==> config.mk <==
export PLATFORM = sky130hd
export DESIGN_NAME = fifo_rr_drain
export DESIGN_NICKNAME = d
export VERILOG_FILES = /design/src/rtl/fifo_rr_drain.sv
export SDC_FILE = /design/constraint.sdc
export NUM_CORES = 1
export LEC_CHECK = 0
export ABC_AREA = 1
export BUFFER_PORTS_ARGS = -buffer_cell sky130_fd_sc_hd__buf_2
export CORE_UTILIZATION = 41
export CTS_BUF_LIST = sky130_fd_sc_hd__clkbuf_8
export CTS_CLUSTER_SIZE = 10
export DETAILED_ROUTE_END_ITERATION = 8
export PLACE_DENSITY = 0.9
export SLEW_MARGIN = 40
export SYNTH_ARGS = -nofsm -noshare
export SYNTH_HDL_FRONTEND = slang
export SYNTH_SLANG_ARGS = --single-unit
==> constraint.sdc <==
create_clock -name clk -period 1.7 [get_ports clk]
set_input_delay 0.085 -clock clk [delete_from_list [all_inputs] [get_ports clk]]
set_output_delay 0.085 -clock clk [all_outputs]
set_load 0.1 [all_outputs]
==> src/rtl/fifo_rr_drain.sv <==
// Round-robin drain of NUM_PORTS FWFT FIFOs into one registered valid/ready stream, bursts of <= BURST_LEN words per grant.
// Latency: grant registered one edge after a port requests, first pop the cycle after, output valid one edge after the pop.
// Backpressure: a stalled output register (valid & !ready) blocks pops and holds grant, data and burst count.
module fifo_rr_drain #(
  parameter int NUM_PORTS  = 4,
  parameter int PORT_WIDTH = 2,
  parameter int DATA_WIDTH = 32,
  parameter int BURST_LEN  = 4
) (
  input  logic                             clk,
  input  logic                             rst,
  input  logic [NUM_PORTS-1:0]             fifo_empty_i,
  input  logic [NUM_PORTS*DATA_WIDTH-1:0]  fifo_dout_i,
  output logic [NUM_PORTS-1:0]             fifo_rd_en_o,
  input  logic [NUM_PORTS-1:0]             port_en_i,
  output logic [DATA_WIDTH-1:0]            m_data_o,
  output logic [PORT_WIDTH-1:0]            m_port_o,
  output logic                             m_valid_o,
  input  logic                             m_ready_i,
  output logic [NUM_PORTS-1:0]             grant_o,
  output logic                             busy_o
);

  typedef enum logic {IDLE, GRANT} state_e;

  localparam logic [7:0]            BURST_LAST = 8'(BURST_LEN - 1);
  localparam logic [PORT_WIDTH-1:0] LAST_INIT  = PORT_WIDTH'(NUM_PORTS - 1);

  state_e                  state_q, state_d;
  logic [NUM_PORTS-1:0]    grant_q, grant_d;
  logic [PORT_WIDTH-1:0]   gidx_q, gidx_d;
  logic [PORT_WIDTH-1:0]   last_q, last_d;
  logic [7:0]              cnt_q, cnt_d;
  logic [DATA_WIDTH-1:0]   data_q, data_d;
  logic [PORT_WIDTH-1:0]   port_q, port_d;
  logic                    valid_q, valid_d;

  logic [NUM_PORTS-1:0]    req;
  logic                    req_g;
  logic                    can_load;
  logic                    move;
  logic [DATA_WIDTH-1:0]   sel_data;

  logic                    arb_found;
  logic [PORT_WIDTH-1:0]   arb_idx;
  logic [NUM_PORTS-1:0]    arb_oh;
  logic [NUM_PORTS-1:0]    oh_c;
  int                      cand;

  assign req      = ~fifo_empty_i & port_en_i;
  assign req_g    = |(req & grant_q);
  assign can_load = !valid_q || m_ready_i;
  assign move     = (state_q == GRANT) && can_load && req_g;

  // Head word of the granted port; grant_q is one-hot so an AND-OR mux suffices.
  always_comb begin
    sel_data = '0;
    for (int p = 0; p < NUM_PORTS; p++) begin
      sel_data = sel_data | (fifo_dout_i[p*DATA_WIDTH +: DATA_WIDTH] & {DATA_WIDTH{grant_q[p]}});
    end
  end

  // Round-robin pick: first requester after last_q, wrapping at NUM_PORTS (not 2**PORT_WIDTH).
  always_comb begin
    arb_found = 1'b0;
    arb_idx   = '0;
    arb_oh    = '0;
    oh_c      = '0;
    cand      = 0;
    for (int i = 1; i <= NUM_PORTS; i++) begin
      cand = int'(last_q) + i;
      if (cand >= NUM_PORTS) cand = cand - NUM_PORTS;
      oh_c = NUM_PORTS'(1) << cand;
      if (!arb_found && ((req & oh_c) != '0)) begin
        arb_found = 1'b1;
        arb_idx   = PORT_WIDTH'(cand);
        arb_oh    = oh_c;
      end
    end
  end

  // Pop strobe follows move combinationally; suppressed while in reset.
  always_comb begin
    fifo_rd_en_o = '0;
    if (move && !rst) fifo_rd_en_o = grant_q;
  end

  // Next-state: grant FSM, burst counter and output register.
  always_comb begin
    state_d = state_q;
    grant_d = grant_q;
    gidx_d  = gidx_q;
    last_d  = last_q;
    cnt_d   = cnt_q;
    data_d  = data_q;
    port_d  = port_q;
    valid_d = valid_q;

    case (state_q)
      IDLE: begin
        if (arb_found) begin
          state_d = GRANT;
          grant_d = arb_oh;
          gidx_d  = arb_idx;
          last_d  = arb_idx;
          cnt_d   = '0;
        end
      end
      GRANT: begin
        if (move) cnt_d = cnt_q + 8'd1;
        // Release on the last word of the burst, or as soon as the port stops requesting.
        if ((move && (cnt_q == BURST_LAST)) || !req_g) begin
          state_d = IDLE;
          grant_d = '0;
        end
      end
      default: begin
        state_d = IDLE;
        grant_d = '0;
      end
    endcase

    if (move) begin
      data_d  = sel_data;
      port_d  = gidx_q;
      valid_d = 1'b1;
    end else if (m_ready_i) begin
      valid_d = 1'b0;
    end
  end

  // State registers with synchronous reset; port 0 gets first priority after reset.
  always_ff @(posedge clk) begin
    if (rst) begin
      state_q <= IDLE;
      grant_q <= '0;
      gidx_q  <= '0;
      last_q  <= LAST_INIT;
      cnt_q   <= '0;
      data_q  <= '0;
      port_q  <= '0;
      valid_q <= 1'b0;
    end else begin
      state_q <= state_d;
      grant_q <= grant_d;
      gidx_q  <= gidx_d;
      last_q  <= last_d;
      cnt_q   <= cnt_d;
      data_q  <= data_d;
      port_q  <= port_d;
      valid_q <= valid_d;
    end
  end

  assign m_data_o  = data_q;
  assign m_port_o  = port_q;
  assign m_valid_o = valid_q;
  assign grant_o   = grant_q;
  assign busy_o    = (state_q == GRANT) || valid_q;

endmodule

==> flow_summary.ini <==
[worst_setup_path]
slowest_stage = dfxtp_4
slowest_delay_ns = 0.38
path_buf_inv = 2
reg2reg_from = last_q[1]$_SDFFE_PP1P_
r2r.worst_path.cells = 11
path_class = reg2reg
critPathTopFamily = simple AND/OR/NAND/NOR gates
crit_fanout = 5
cp_cell_sequence = buf_6 > ha_4 > nand3_2 > nand2_2 > nor2_4 > buf_6 > nand4_4 > nor2_2 > nor2_1 > nand2_1 > a21oi_2
required_ns = 1.88
rr_endpoint = grant_o[2]$_SDFFE_PP0P_
cpMostUsedCell = buf_6
critPathLaunchType = flip-flop
cp-end-kind = flip-flop
r2r_slack_ns = -0.15
worstPathArrival_ns = 2.03

[drt]
drt_iter0_markers = 375
vias = 4141
routedWlPerCell_um = 17.6
drt_pass1_iterations = 7
viasPerCell = 5.79
routed_wl_mm = 12.6
drc_errors = 0
drt.antenna.violating_nets = 0

[power]
switchingPower_w = 0.00424
internal_power_w = 0.00392
p_leak_nw = 2.26
pwr_density_cell_mw_per_mm2 = 1640
clock_power_share_pct = 11.2
p_sw_share_pct = 52.0
combPwrFrac_pct = 68.7
seqPwrFrac_pct = 20.1
vdd_drop_max_uv = 978

[layout]
final_cell_mix = buf_2 (177), dfxtp_1 (45), nand2_1 (44), a21oi_1 (39), o21ai_0 (36)
diodes = 0
final_cells = 715
area_delta_synth_final_pct = 58.1
layout.nets = 762
drive_above_1_share_pct = 50.6
fin_util_pct = 68.1
mostFrequentLayoutCell = buf_2

[clock_tree]
cts-root-buf = clkbuf_8
numCtsBuffers = 5
cts_tree = done
clk_pin_slew_ns = 0.10
cts_sinks = 52
clk_path_buf_depth = 2
postCtsHoldBufs = 0
htree_levels = 2
clk_latency_ns = 0.31

[floorplanning]
coreArea_mm2 = 0.00733
rows = 31
fp.dieH_um = 89.7
initial_core_util_pct = 43.1
die_w_um = 89.7
boundaryPins = 183
die_area_mm2 = 0.00805

[sta]
report.final.hold_viol_count = 0
slew_violations = 0
holdWs_ns = 0.0556
slew_headroom_pct = 66.1
worst_slew_pin_slew_ns = 0.512
period_share_pct = 109
setup_violations = 15
rsz0062_at_grt = yes
postLayoutSetupSlackWorst_ns = -0.151
skew_ns = 0.00764
fin_crit_ns = 1.85
fmax_mhz = 540

[run_status]
run_status = finished with violations
violations = setup timing

[yosys]
synthCells = 418
syn_area_per_cell_um2 = 7.55
syn-cell-area_mm2 = 0.00316
ys_warn_count = 0
ys_seq_elements = 52
synth-edff-count = 0
ys_seq_area_share_pct = 33.0
synth_nets = 565
ys.flop_type = dfxtp_1
ys_types = 29
async_flop_share_pct = 0

[grt]
grt_remaining_overflow = 0
grt_start_max_net_pins = 65
grt-busiest-layer = met2
grt_use_met2_pct = 50.1
met3_usage_pct = 4.15
grt_first_pass_wirelength_mm = 18.5
antenna_found_initial = 0
first_global_vias = 3877
grt_usage_pct = 27.7
gr-usage-met1_pct = 32.4

[hold_path]
min_from = fifo_dout_i[24]
hp-class = in2reg
hold_end = m_data_o[24]$_SDFFE_PP0P_
hold_depth = 3

[placed_design]
portBuffers = 182
gp_congestion = 0.922
place_hpwl_mm = 8.27
dpl.cell_count = 689

[run]
cap_violations = 0
-- what timing repair did --
item	4_1_cts	5_1_grt
cloned	1	0
gates resized for setup	31	51
buffers inserted	12	6
pin swaps	13	22
endpoints found under the setup margin	19	18
-- power groups by stage --
stage	combinational (W)	sequential (W)	clock, W
3_3_place_gp	0.00436	0.00168	0
2_1_floorplan	0.00243	0.00273	0
3_5_place_dp	0.00446	0.00170	0
5_1_grt	0.00591	0.00167	0.000976
4_1_cts	0.00496	0.00161	0.000922
6_report	0.00561	0.00164	0.000913
-- layout make-up --
class,instances,area [um^2]
multi-input cells,312,2250
flip-flops and latches,52,1060
clock buffers,6,82.6
repair buffers,218,1320
fillers,573,2340
clock inverters,2,38.8
well taps,99,124
inverters,26,110
-- tightest hold or removal path: cells and delay by family --
family                 cells  cell delay (ns)
AO/OA/AOI/OAI              2             0.17
buffers and inverters      1             0.08
-- sequential cells by signal, summed over array words and instances, names as in the netlist --
register	flops
m_port_o	2
m_valid_o	1
state_q	1
gidx_q	2
cnt_q	8
m_data_o	32
last_q	2
grant_o	4
-- metal layers --
metal,part of all wire (%),wire (um)
met1,39,4870
met2,50,6340
met3,6.8,855
met4,4.3,548
met5,0,0
-- worst max-delay path by stage --
stage	from	end	slack (ns)	cells after the start
after floorplan	grant_o[1]$_SDFFE_PP0P_	fifo_rd_en_o[0]	-0.19	8
after global placement	last_q[0]$_SDFFE_PP1P_	cnt_q[7]$_SDFFE_PP0P_	-0.04	11
after detailed placement	last_q[0]$_SDFFE_PP1P_	cnt_q[7]$_SDFFE_PP0P_	-0.14	10
after CTS	last_q[0]$_SDFFE_PP1P_	cnt_q[5]$_SDFFE_PP0P_	-0.05	11
after global routing	last_q[0]$_SDFFE_PP1P_	grant_o[2]$_SDFFE_PP0P_	-0.24	12
final	last_q[1]$_SDFFE_PP1P_	grant_o[2]$_SDFFE_PP0P_	-0.15	11
-- cells by family (layout without fill, tap and decap cells) --
| logic type | after synthesis | count (layout) | synth area share (%) |
|---|---|---|---|
| AO/OA/AOI/OAI | 150 | 150 | 31.5 |
| flip-flops | 52 | 52 | 33.0 |
| XOR/XNOR | 3 | 3 | 0.832 |
| AND/OR/NAND/NOR | 150 | 151 | 23.8 |
| adder cells (fa/ha/maj) | 8 | 8 | 3.17 |
| buffers and inverters | 55 | 252 | 7.77 |
-- metrics by stage --
stage / instance area [um^2] / worst slack, ns / TNS [ns] / power, W
4_1_cts: 4710 / -0.0546 / -0.215 / 0.00749
5_1_grt: 4990 / -0.239 / -2.11 / 0.00856
3_3_place_gp: 4350 / -0.0374 / -0.101 / 0.00603
6_report: 4990 / -0.151 / -0.983 / 0.00816
3_5_place_dp: 4350 / -0.141 / -1.12 / 0.00616
2_1_floorplan: 3270 / -0.192 / -0.700 / 0.00516
-- Yosys cell counts (all sizes together), types with 2 or more instances --
| master | count | area [um^2] |
|---|---|---|
| nand3 | 41 | 233 |
| nand2 | 58 | 235 |
| inv | 26 | 97.6 |
| buf | 17 | 103 |
| clkbuf | 12 | 45.0 |
| a21oi | 47 | 235 |
| dfxtp | 52 | 1040 |
| nor2 | 42 | 206 |
| a221oi | 32 | 280 |
| xor2 | 2 | 17.5 |
| o21ai | 38 | 190 |
| a22o | 32 | 280 |
| nand4 | 8 | 68.8 |
| ha | 8 | 100 |
Power figures use the tool's default switching activity.
